### src/rtl/vram_write_scheduler.sv
// vram_write_scheduler: serialises CPU byte writes (via a FIFO) and fill-engine
// block writes onto the single VRAM write port, only while video timing allows.
module vram_write_scheduler #(
  parameter int ADDR_W     = 13,
  parameter int FIFO_DEPTH = 16
) (
  input  logic                          clk,
  input  logic                          rst,
  input  logic                          writable,
  input  logic                          cpu_wr_valid,
  output logic                          cpu_wr_ready,
  input  logic [ADDR_W-1:0]             cpu_wr_addr,
  input  logic [7:0]                    cpu_wr_data,
  input  logic                          fill_start,
  input  logic [ADDR_W-1:0]             fill_base,
  input  logic [ADDR_W:0]               fill_len,
  input  logic [7:0]                    fill_value,
  output logic                          fill_busy,
  output logic                          fill_done,
  output logic                          vram_we,
  output logic [ADDR_W-1:0]             vram_address,
  output logic [7:0]                    vram_data,
  output logic [$clog2(FIFO_DEPTH):0]   fifo_count
);

  localparam int PTR_W = $clog2(FIFO_DEPTH);
  localparam int CNT_W = PTR_W + 1;
  localparam int REM_W = ADDR_W + 1;
  localparam logic [CNT_W-1:0] FULL_CNT = CNT_W'(FIFO_DEPTH);
  localparam logic RR_CPU  = 1'b0;
  localparam logic RR_FILL = 1'b1;

  typedef enum logic {S_IDLE, S_FILL} fill_state_t;

  // FIFO storage (data only, never reset) and control state
  logic [ADDR_W-1:0] fifo_addr_mem [FIFO_DEPTH];
  logic [7:0]        fifo_data_mem [FIFO_DEPTH];
  logic [PTR_W-1:0]  wr_ptr_q, wr_ptr_d;
  logic [PTR_W-1:0]  rd_ptr_q, rd_ptr_d;
  logic [CNT_W-1:0]  count_q, count_d;

  // Fill engine state
  fill_state_t       state_q, state_d;
  logic [ADDR_W-1:0] fill_addr_q, fill_addr_d;
  logic [REM_W-1:0]  fill_rem_q, fill_rem_d;
  logic [7:0]        fill_val_q, fill_val_d;
  logic              fill_done_q, fill_done_d;

  // Arbitration and output registers
  logic              rr_last_q, rr_last_d;
  logic              vram_we_q, vram_we_d;
  logic [ADDR_W-1:0] vram_addr_q, vram_addr_d;
  logic [7:0]        vram_data_q, vram_data_d;

  logic fifo_empty, fifo_full, fill_pend, contend;
  logic grant_cpu, grant_fill, push, pop;

  // Grant selection: one winner per writable cycle, round-robin only on contention
  always_comb begin
    fifo_empty = (count_q == '0);
    fifo_full  = (count_q == FULL_CNT);
    fill_pend  = (state_q == S_FILL);
    contend    = writable && !fifo_empty && fill_pend;
    grant_cpu  = 1'b0;
    grant_fill = 1'b0;
    rr_last_d  = rr_last_q;
    if (writable) begin
      if (contend) begin
        if (rr_last_q == RR_FILL) grant_cpu = 1'b1;
        else                      grant_fill = 1'b1;
        rr_last_d = grant_cpu ? RR_CPU : RR_FILL;
      end else if (!fifo_empty) begin
        grant_cpu = 1'b1;
      end else if (fill_pend) begin
        grant_fill = 1'b1;
      end
    end
  end

  // FIFO pointer/occupancy update; ready depends only on registered fullness
  always_comb begin
    push     = cpu_wr_valid && !fifo_full;
    pop      = grant_cpu;
    wr_ptr_d = wr_ptr_q;
    rd_ptr_d = rd_ptr_q;
    count_d  = count_q;
    if (push) wr_ptr_d = wr_ptr_q + PTR_W'(1);
    if (pop)  rd_ptr_d = rd_ptr_q + PTR_W'(1);
    if (push && !pop)      count_d = count_q + CNT_W'(1);
    else if (pop && !push) count_d = count_q - CNT_W'(1);
  end

  // Fill engine next state: latch on start, step address/remaining per grant
  always_comb begin
    state_d     = state_q;
    fill_addr_d = fill_addr_q;
    fill_rem_d  = fill_rem_q;
    fill_val_d  = fill_val_q;
    fill_done_d = 1'b0;
    case (state_q)
      S_IDLE: begin
        if (fill_start) begin
          if (fill_len == '0) begin
            fill_done_d = 1'b1;
          end else begin
            state_d     = S_FILL;
            fill_addr_d = fill_base;
            fill_rem_d  = fill_len;
            fill_val_d  = fill_value;
          end
        end
      end
      S_FILL: begin
        if (grant_fill) begin
          fill_addr_d = fill_addr_q + ADDR_W'(1);
          fill_rem_d  = fill_rem_q - REM_W'(1);
          if (fill_rem_q == REM_W'(1)) begin
            state_d     = S_IDLE;
            fill_done_d = 1'b1;
          end
        end
      end
      default: state_d = S_IDLE;
    endcase
  end

  // Output register next values: hold address/data when nothing is granted
  always_comb begin
    vram_we_d   = grant_cpu || grant_fill;
    vram_addr_d = vram_addr_q;
    vram_data_d = vram_data_q;
    if (grant_cpu) begin
      vram_addr_d = fifo_addr_mem[rd_ptr_q];
      vram_data_d = fifo_data_mem[rd_ptr_q];
    end else if (grant_fill) begin
      vram_addr_d = fill_addr_q;
      vram_data_d = fill_val_q;
    end
  end

  // FIFO payload write
  always_ff @(posedge clk) begin
    if (push) begin
      fifo_addr_mem[wr_ptr_q] <= cpu_wr_addr;
      fifo_data_mem[wr_ptr_q] <= cpu_wr_data;
    end
  end

  // Fill payload registers (only meaningful while the FSM is in S_FILL)
  always_ff @(posedge clk) begin
    fill_addr_q <= fill_addr_d;
    fill_rem_q  <= fill_rem_d;
    fill_val_q  <= fill_val_d;
  end

  // Control state, fill FSM and registered outputs with synchronous reset
  always_ff @(posedge clk) begin
    if (rst) begin
      wr_ptr_q    <= '0;
      rd_ptr_q    <= '0;
      count_q     <= '0;
      state_q     <= S_IDLE;
      fill_done_q <= 1'b0;
      rr_last_q   <= RR_FILL;
      vram_we_q   <= 1'b0;
      vram_addr_q <= '0;
      vram_data_q <= '0;
    end else begin
      wr_ptr_q    <= wr_ptr_d;
      rd_ptr_q    <= rd_ptr_d;
      count_q     <= count_d;
      state_q     <= state_d;
      fill_done_q <= fill_done_d;
      rr_last_q   <= rr_last_d;
      vram_we_q   <= vram_we_d;
      vram_addr_q <= vram_addr_d;
      vram_data_q <= vram_data_d;
    end
  end

  assign cpu_wr_ready = !fifo_full;
  assign fifo_count   = count_q;
  assign fill_busy    = (state_q == S_FILL);
  assign fill_done    = fill_done_q;
  assign vram_we      = vram_we_q;
  assign vram_address = vram_addr_q;
  assign vram_data    = vram_data_q;

endmodule
### config.mk
export PLATFORM = sky130hd
export DESIGN_NAME = vram_write_scheduler
export DESIGN_NICKNAME = d
export VERILOG_FILES = /design/src/rtl/vram_write_scheduler.sv
export SDC_FILE = /design/constraint.sdc
export NUM_CORES = 1
export LEC_CHECK = 0
export ABC_AREA = 1
export CAP_MARGIN = 30
export CORE_AREA = 5 5 228 230
export DETAILED_ROUTE_END_ITERATION = 8
export DIE_AREA = 0 0 233 235
export GPL_TIMING_DRIVEN = 0
export PLACE_DENSITY_LB_ADDON = 0.05
export SLEW_MARGIN = 0
export SYNTH_ARGS = -nofsm -noshare
export SYNTH_HDL_FRONTEND = slang
export SYNTH_SLANG_ARGS = --single-unit
### constraint.sdc
create_clock -name clk -period 2.8 [get_ports clk]
set_clock_uncertainty 0.15 [all_clocks]
set_input_delay 0.56 -clock clk [delete_from_list [all_inputs] [get_ports clk]]
set_output_delay 0.56 -clock clk [all_outputs]
set_load 0.1 [all_outputs]
Yosys cells after proc, flatten, opt, wreduce, memory -nomap -nowiden:

Memories as Yosys holds them, arrays and structs flattened. A register that Yosys moved wholly into a read port is not among the register bits.
Cells that the tools add are included.

* register bits: 73
* RAM bits: 336
* bits of input ports: 61
* word-level logic and storage cells: 86
* memories: 2

* $add $sub $neg: 6
* eq/ne operators: 5
* muxes and demuxes: 42
* bitwise operators: 2
* reductions and logical operators: 17

Memories
* fifo_addr_mem: depth 16, bits a word 13, rd ports 1, clocked after Yosys merged registers in 1, write ports 1, RTL line 36 `logic [ADDR_W-1:0] fifo_addr_mem [FIFO_DEPTH];`
* fifo_data_mem: depth 16, bits a word 8, rd ports 1, clocked after Yosys merged registers in 1, write ports 1, RTL line 37 `logic [7:0] fifo_data_mem [FIFO_DEPTH];`

Operator list (number)
* two-way mux 13 bit: 5
* two-way mux 14 bit: 3
* case mux 14 bit (2 select lines): 1
* case mux 13 bit (2 select lines): 1
* two-way mux 1 bit: 22
* two-way mux 4 bit: 4
* two-way mux 8 bit: 2
* equality test 14 x 1 -> 1 bit, second input constant: 1
* logical NOT 14 bit: 1
* subtractor 14 x 1 -> 14 bit, second input constant: 1
* adder 13 x 1 -> 13 bit, second input constant: 1
* two-way mux 5 bit: 2
* adder 4 x 1 -> 4 bit, second input constant: 2
* AND reduction 3 bit: 2
* adder 5 x 1 -> 5 bit, second input constant: 1
* equality test 5 bit, second input constant: 1
* logical AND 1 bit: 5
* logical NOT 5 bit: 1
* subtractor 5 x 1 -> 5 bit, second input constant: 1
* logical NOT 1 bit: 4
* inequality test 2 bit, second input constant: 2
* case mux 1 bit (2 select lines): 2
* nonzero test 2 bit: 2
* inequality test 2 x 1 -> 1 bit, second input constant: 1
* 3 further kinds: 4

Longest topological paths before layout:

* depth in word-level cells: 11
* gate-level depth with buffers: 15
* depth with buffers taken out: 15

Worst setup path before layout:

OpenSTA, ideal clock, no wires.

* path type: register to register
* start point: register count_q[4] (netlist: fifo_count[4])
* end point: register count_q[4] (netlist: fifo_count[4])
* setup time: 113 ps
* data arrival time: 3978 ps
* data required time: 2537 ps
* setup slack: -1441 ps
* stages on the path, launching flop included: 14
* path buffers: 0
* cell sequence: dfxtp_1 > nand4_1 > nand2_1 > inv_1 > ha_1 > inv_1 > ha_1 > a21o_1 > a21oi_1 > nor2_1 > nor2_1 > nand2_1 > nor2_1 > nor2_1

* elaborated cells on any way between the ends: 19

RTL lines
* from (decl): RTL line 40 `logic [CNT_W-1:0] count_q, count_d;`
* from (signal assigned): RTL line 171 `count_q <= count_d;`
* equality test 5 bit *: RTL line 61 `fifo_full = (count_q == FULL_CNT);`
* logical NOT 1 bit *
* named net cpu_wr_ready: RTL line 11 `output logic cpu_wr_ready,`
* logical AND 1 bit *: RTL line 82 `push = cpu_wr_valid && !fifo_full;`
* named net push: RTL line 56 `logic grant_cpu, grant_fill, push, pop;`
* logical NOT 1 bit: RTL line 90 `else if (pop && !push) count_d = count_q - CNT_W'(1);`
* logical AND 1 bit: RTL line 90
* nonzero test 2 bit (no line)

The timed path passes the listed nets; every way through them passes the cells marked *. The select of a mux whose other input is x is not followed.
A chain may end at the register's enable or synchronous reset.

Worst setup path in the final report:

* start point: register vram_we_q (netlist: vram_we)
* end point: output vram_we

RTL lines
* from (decl): RTL line 51 `logic vram_we_q, vram_we_d;`
* from (signal assigned): RTL line 175 `vram_we_q <= vram_we_d;`
* to (decl): RTL line 20 `output logic vram_we,`

No word-level cell between the ends.

==> flow_summary.ini <==
[global_routing]
grt_pass1_wl_mm = 86.4
antenna_found_initial = 1
grt_overflow = 0
grt_max_degree = 22
grt_use_total_pct = 21.4
grt_pass1_vias = 12700

[floorplan]
fp.coreArea_um2 = 49700
fp.dieW_um = 233
rows = 82
initial_utilization_pct = 36.5
die_h_um = 235
die_area_um2 = 54800
ioPinCount = 91

[min_path]
whs_endpoint = vram_data[3]
worstHoldPathType = register to register
hold-path-cell-count = 2
hold_path.startpoint = vram_data[3]

[worst_setup_path]
crit_fanout = 1
reg2reg_setup_slack_ns = 0.19
r2r-start = fifo_count[1]
worstPathCellList = clkdlybuf4s50_1
cp_top_family = buffers and inverters
cp_num_cells = 1
path_buf_inv = 1
slowest_stage = clkdlybuf4s50_1
critPathArrivalTime_ns = 2.03
required_ns = 2.09
cp-start-kind = register
rr_worst_depth = 9
reg2reg_to = vram_data[6]
critPathCaptureType = output port
worstSetupPathType = register to output port
cpPeakStageDelay_ns = 1.13

[cells_and_area]
post-route-util_pct = 43.8
area_delta_synth_final_pct = 19.9
design_area_um2 = 21800
drive_gt1_share_pct = 8.28
seq_area_um2 = 12000
final_nets = 2054
multi_input_area_um2 = 4900
nFillCells = 4776

[synth]
netlist_instances = 1828
ys.flop_type = edfxtp_1
syn_nets = 1902
ys_seq_area_share_pct = 66.1
synth.avg_cell_area_um2 = 9.92
ys_ff_latch = 413
synth.most_common_cell = nand2_1
async_reset_ff_share_pct = 0
synth_warnings = 0
syn-cell-area_um2 = 18100
synth_edf_count = 371
yosysTopAreaCell = edfxtp_1
synth_common_cells = nand2_1 (659), edfxtp_1 (371), nand3_1 (246)
ys_top_cells_by_area = edfxtp_1 (61%), nand2_1 (14%), nand3_1 (6.8%)
synth_cell_types = 34
synth_top_area_share_pct = 61.4

[placement]
hpwlAfterDp_mm = 39.0
place_area_um2 = 20300
io_buffers = 90
gp_congestion = 0.814

[route]
dr_total_vias = 13000
drt-pass1-iter-count = 5
drc = 0
antenna_left = 0
wl_mm = 59.0
wl_per_cell_um = 21.9
drt_iter0_markers = 1007
vias_per_cell = 4.82

[timing]
worstMarginPinSlew_ns = 0.988
period_needed_ns = 2.74
fmax_mhz = 365
slew_viol_final = 0
finalHoldViolations = 0
setup_viol = 0
whs_ns = 0.321
rsz0062_at_grt = false
period_share_pct = 97.9
slew_headroom_pct = 34.4

[clock_network]
clk_pin_slew_ns = 0.06
insertion_delay_ns = 0.59
root_buffer = clkbuf_16
tritoncts = yes
htree_levels = 2
cts_buffers = 47
clock_sinks = 413
cts_buffer_depth = 3

[power]
switching_power_mw = 6.80
power.combinational.fraction_pct = 29.6
power.total_mw = 18.7
p_leak_nw = 9.00
power_frac_clock_pct = 31.2
powerDensity_nw_per_um2 = 860
switching_share_pct = 36.4
seqPwrFrac_pct = 39.2
ir_worst_vdd_mv = 0.731
p_int_mw = 11.9

[run_status]
outcome = finished, final reports clean

[job]
drv_cap = 0
[cells in the final DEF (no fill, tap or decap), types with 8 or more instances in the layout]
master	instances
a21oi_1	38
buf_16	8
buf_2	39
buf_6	15
clkbuf_1	37
clkbuf_16	48
clkdlybuf4s50_1	63
clkinv_1	14
dfxtp_1	37
dlygate4sd2_1	26
edfxtp_1	371
ha_1	10
inv_1	236
nand2_1	658
nand3_1	246
nor2_1	39
nor2_4	16
o21ai_0	29
xor2_1	11
[worst register-to-register path, stage by stage, from the launching register on]
cell,delay (ns)
dfxtp_4,0.37
inv_1,0.07
nand4_1,0.20
nand3_4,0.23
buf_4,0.23
inv_2,0.16
buf_2,0.45
nand3_1,0.39
nand2_1,0.16
a21oi_1,0.07
[state kept, by name (all words and copies together), names as in the netlist, named ones only]
register,flops
rr_last_q,1
wr_ptr_q,4
fifo_count,5
fill_val_q,8
fill_rem_q,14
fill_done,1
fifo_addr_mem,208
vram_we,1
vram_data,8
vram_address,13
fifo_data_mem,128
fill_addr_q,13
fill_busy,1
rd_ptr_q,4
[per-stage QoR]
step / setup TNS [ns] / setup WS, ns / instances
3_3_place_gp: -128.12 / -1.18 / 2590
5_1_grt: 0 / 0.0224 / 2688
4_1_cts: 0 / 0.00232 / 2686
3_5_place_dp: -21.19 / -0.389 / 2601
6_report: 0 / 0.0583 / 2689
2_1_floorplan: -82.65 / -0.581 / 1828
[layer usage]
layer,part of all wire [%],global-route usage [%]
met1,47,31.2
met2,46,33.8
met3,5.6,3.48
met4,1.8,5.01
met5,0,0
[kinds of logic after synthesis]
group / share of synthesized area, %
flip-flops: 66.1
XOR/XNOR: 0.628
AND/OR/NAND/NOR: 22.2
adder cells (fa/ha/maj): 0.938
buffers and inverters: 7.87
AO/OA/AOI/OAI: 2.31
[worst max-delay path by stage]
stage,from,endpoint,slack [ns]
2_1_floorplan,fifo_count[3],fifo_count[4],-0.58
3_3_place_gp,cpu_wr_valid,fifo_addr_mem[7][8],-1.18
3_5_place_dp,writable,fifo_count[4],-0.39
4_1_cts,fifo_count[0],cpu_wr_ready,0.002
5_1_grt,vram_we,vram_we,0.02
6_report,vram_we,vram_we,0.06
[final cells by class]
cell class	count	area share (%)
clock inverters	19	0.569
diodes	1	0.0115
clock buffers	66	5.97
inverters	243	4.22
multi-input cells	1085	22.5
repair buffers	104	5.36
flip-flops and latches	413	55.2
plain buffers	86	2.34
well taps	672	3.87
[repair_timing]
action	CTS	global route
hold buffers	0	0
resized for setup	28	3
hold endpoints to repair	0	0
buffers inserted	0	2
setup endpoints to repair	28	2
pin swaps	0	1
[power groups by stage]
stage                     Sequential, mW  Combinational [mW]  Clock, mW
after floorplan                     8.32                2.62          0
after CTS                           7.33                5.56       5.95
final                               7.32                5.53       5.84
after global routing                7.36                6.03       6.20
after detailed placement            7.45                5.62          0
after global placement              7.45                5.48          0
Note: power is estimated with default switching activity, not from simulation.
==> RTL edit: new RTL, same flow settings <==
`ADDR_W`: 13 -> 14.
--- a/src/rtl/vram_write_scheduler.sv
+++ b/src/rtl/vram_write_scheduler.sv
@@ -1,7 +1,7 @@
 // vram_write_scheduler: serialises CPU byte writes (via a FIFO) and fill-engine
 // block writes onto the single VRAM write port, only while video timing allows.
 module vram_write_scheduler #(
-  parameter int ADDR_W     = 13,
+  parameter int ADDR_W     = 14,
   parameter int FIFO_DEPTH = 16
 ) (
   input  logic                          clk,
Ports: changed (resized cpu_wr_addr, fill_base, fill_len and vram_address); port bits go from 91 to 95. No check against the original RTL was run, so the function may have changed too.
==> RTL edit against the original RTL <==
  * Worst setup slack better by 0.15 ns
  * Largest power group unchanged
  * Power is 5.8% higher
  * Global-route usage is 0.31 points higher
  * Synthesized area is 5.0% higher
  * Final area is 5.8% higher
  * Routed wire length is 0.58% higher
  * Sequential cell count is 19 higher
  * Count of clock-buffer cells in the layout is 1 lower
==> RTL edit: results <==
placement:
  placed_area_sq_um: 21400
  port_buffers: 94
  dp_hpwl_mm: 39.67
  dp_cells: 2691
worst_setup_path:
  worstRegToRegCells: 15
  rrSetupSlack_ns: 0.21
  crit_fanout: 10
  reg2reg_to: "fifo_count[4]"
  critical_path_class: "reg2reg"
  r2r_start: "fifo_count[2]"
  crit_path_end: "fifo_count[4]"
logic_synthesis:
  avgSynthCellArea_sq_um: 9.985
  synth_commonest_cells: "nand2_1, edfxtp_1, nand3_1, inv_1, nor2_1"
  synth_xor_area_share_pct: 0.6436
  synth_edf_count: 389
  synth-compound-area-share_pct: 2.542
  ys_types: 37
  ys_seq_area_share_pct: 65.83
  yosys-top-cells-area: "edfxtp_1, nand2_1, nand3_1, inv_1, dfxtp_1"
  synth_fp_nets: 1985
  synthAdderAreaFrac_pct: 0.8932
final_layout:
  final_area_sq_um: 23000
  largest_reg_flops: 224
  nets: 2151
  final_cell_count_no_fill: 2787
  nFillCells: 4793
  biggestRegsByFlops: "fifo_addr_mem (224), fifo_data_mem (128), fill_rem_q (15)"
  diodes: 0
  post_route_cells_drive_above_1_share_pct: 9.929
cts:
  htree_levels: 2
  cts_buffers: 49
global_route:
  grt_usage_pct: 21.75
  antenna_found_initial: 0
  grt_pass1_wl_mm: 87.66
  grt_max_degree: 23
timing:
  relSlewSlack_pct: 27.48
  finalHoldWorstSlack_ns: 0.3171
  post-route-period-util_pct: 92.65
outcome:
  status: "complete, no violations"
power:
  peakVddDrop_v: 0.0006821
  p_leak_uw: 0.009563
  p_int_uw: 12770
hold_path:
  min_to: "vram_data[1]"
  worstHoldStart: "vram_data[1]"
drt:
  drtIter0Drc: 937
  totalWireLength_mm: 59.34
-- RTL edit: layout make-up --
| type | count | share of cell area [%] |
|---|---|---|
| Buffer | 90 | 2.448 |
| Clock buffer | 65 | 5.950 |
| Clock inverter | 27 | 0.8648 |
| Inverter | 248 | 4.074 |
| Multi-Input combinational cell | 1138 | 22.61 |
| Sequential cell | 432 | 54.60 |
| Tap cell | 672 | 3.655 |
| Timing Repair Buffer | 115 | 5.793 |
-- RTL edit: kinds of logic (layout without fill, tap and decap cells) --
family                     Yosys count  in the layout
and+or+nand+nor                   1031           1031
adders and majority gates           13             13
buffers and inverters              338            545
DFF                                432            432
AOI/OAI and AO/OA                   80             80
xor gates and xnor gates            14             14
-- RTL edit: worst max-delay path: stages, from the launching register on --
cell and delay [ns]:
dfxtp_4 0.36, inv_1 0.13, nand4_4 0.17, nand3_4 0.18, buf_8 0.17, ha_4 0.17
inv_4 0.05, fa_1 0.40, a21o_1 0.21, a21oi_2 0.14, nor2_1 0.05, nor2_1 0.07
nand2_1 0.08, nand2_1 0.06, nand2_1 0.04, nor2_1 0.08
-- RTL edit: per-layer routing --
layer  GRT usage [%]  part of all wire, %
met1           30.28                   45
met5               0                    0
met2           35.50                   47
met3           3.356                  5.1
met4           6.176                  2.9
-- RTL edit: repair_timing --
| action | CTS | global route |
|---|---|---|
| buffers inserted | 0 | 4 |
| pin swaps | 0 | 1 |
| resized for setup | 31 | 7 |
| gates cloned | 0 | 0 |
| setup endpoints to repair | 28 | 3 |
-- RTL edit: stage by stage --
| step | power, uW | TNS (ns) |
|---|---|---|
| finish | 19780 | 0 |
| global route | 20760 | 0 |
| CTS | 19900 | 0 |
| detailed placement | 13660 | -18.51 |
| global placement | 13490 | -134.19 |
| floorplan | 11510 | -87.27 |
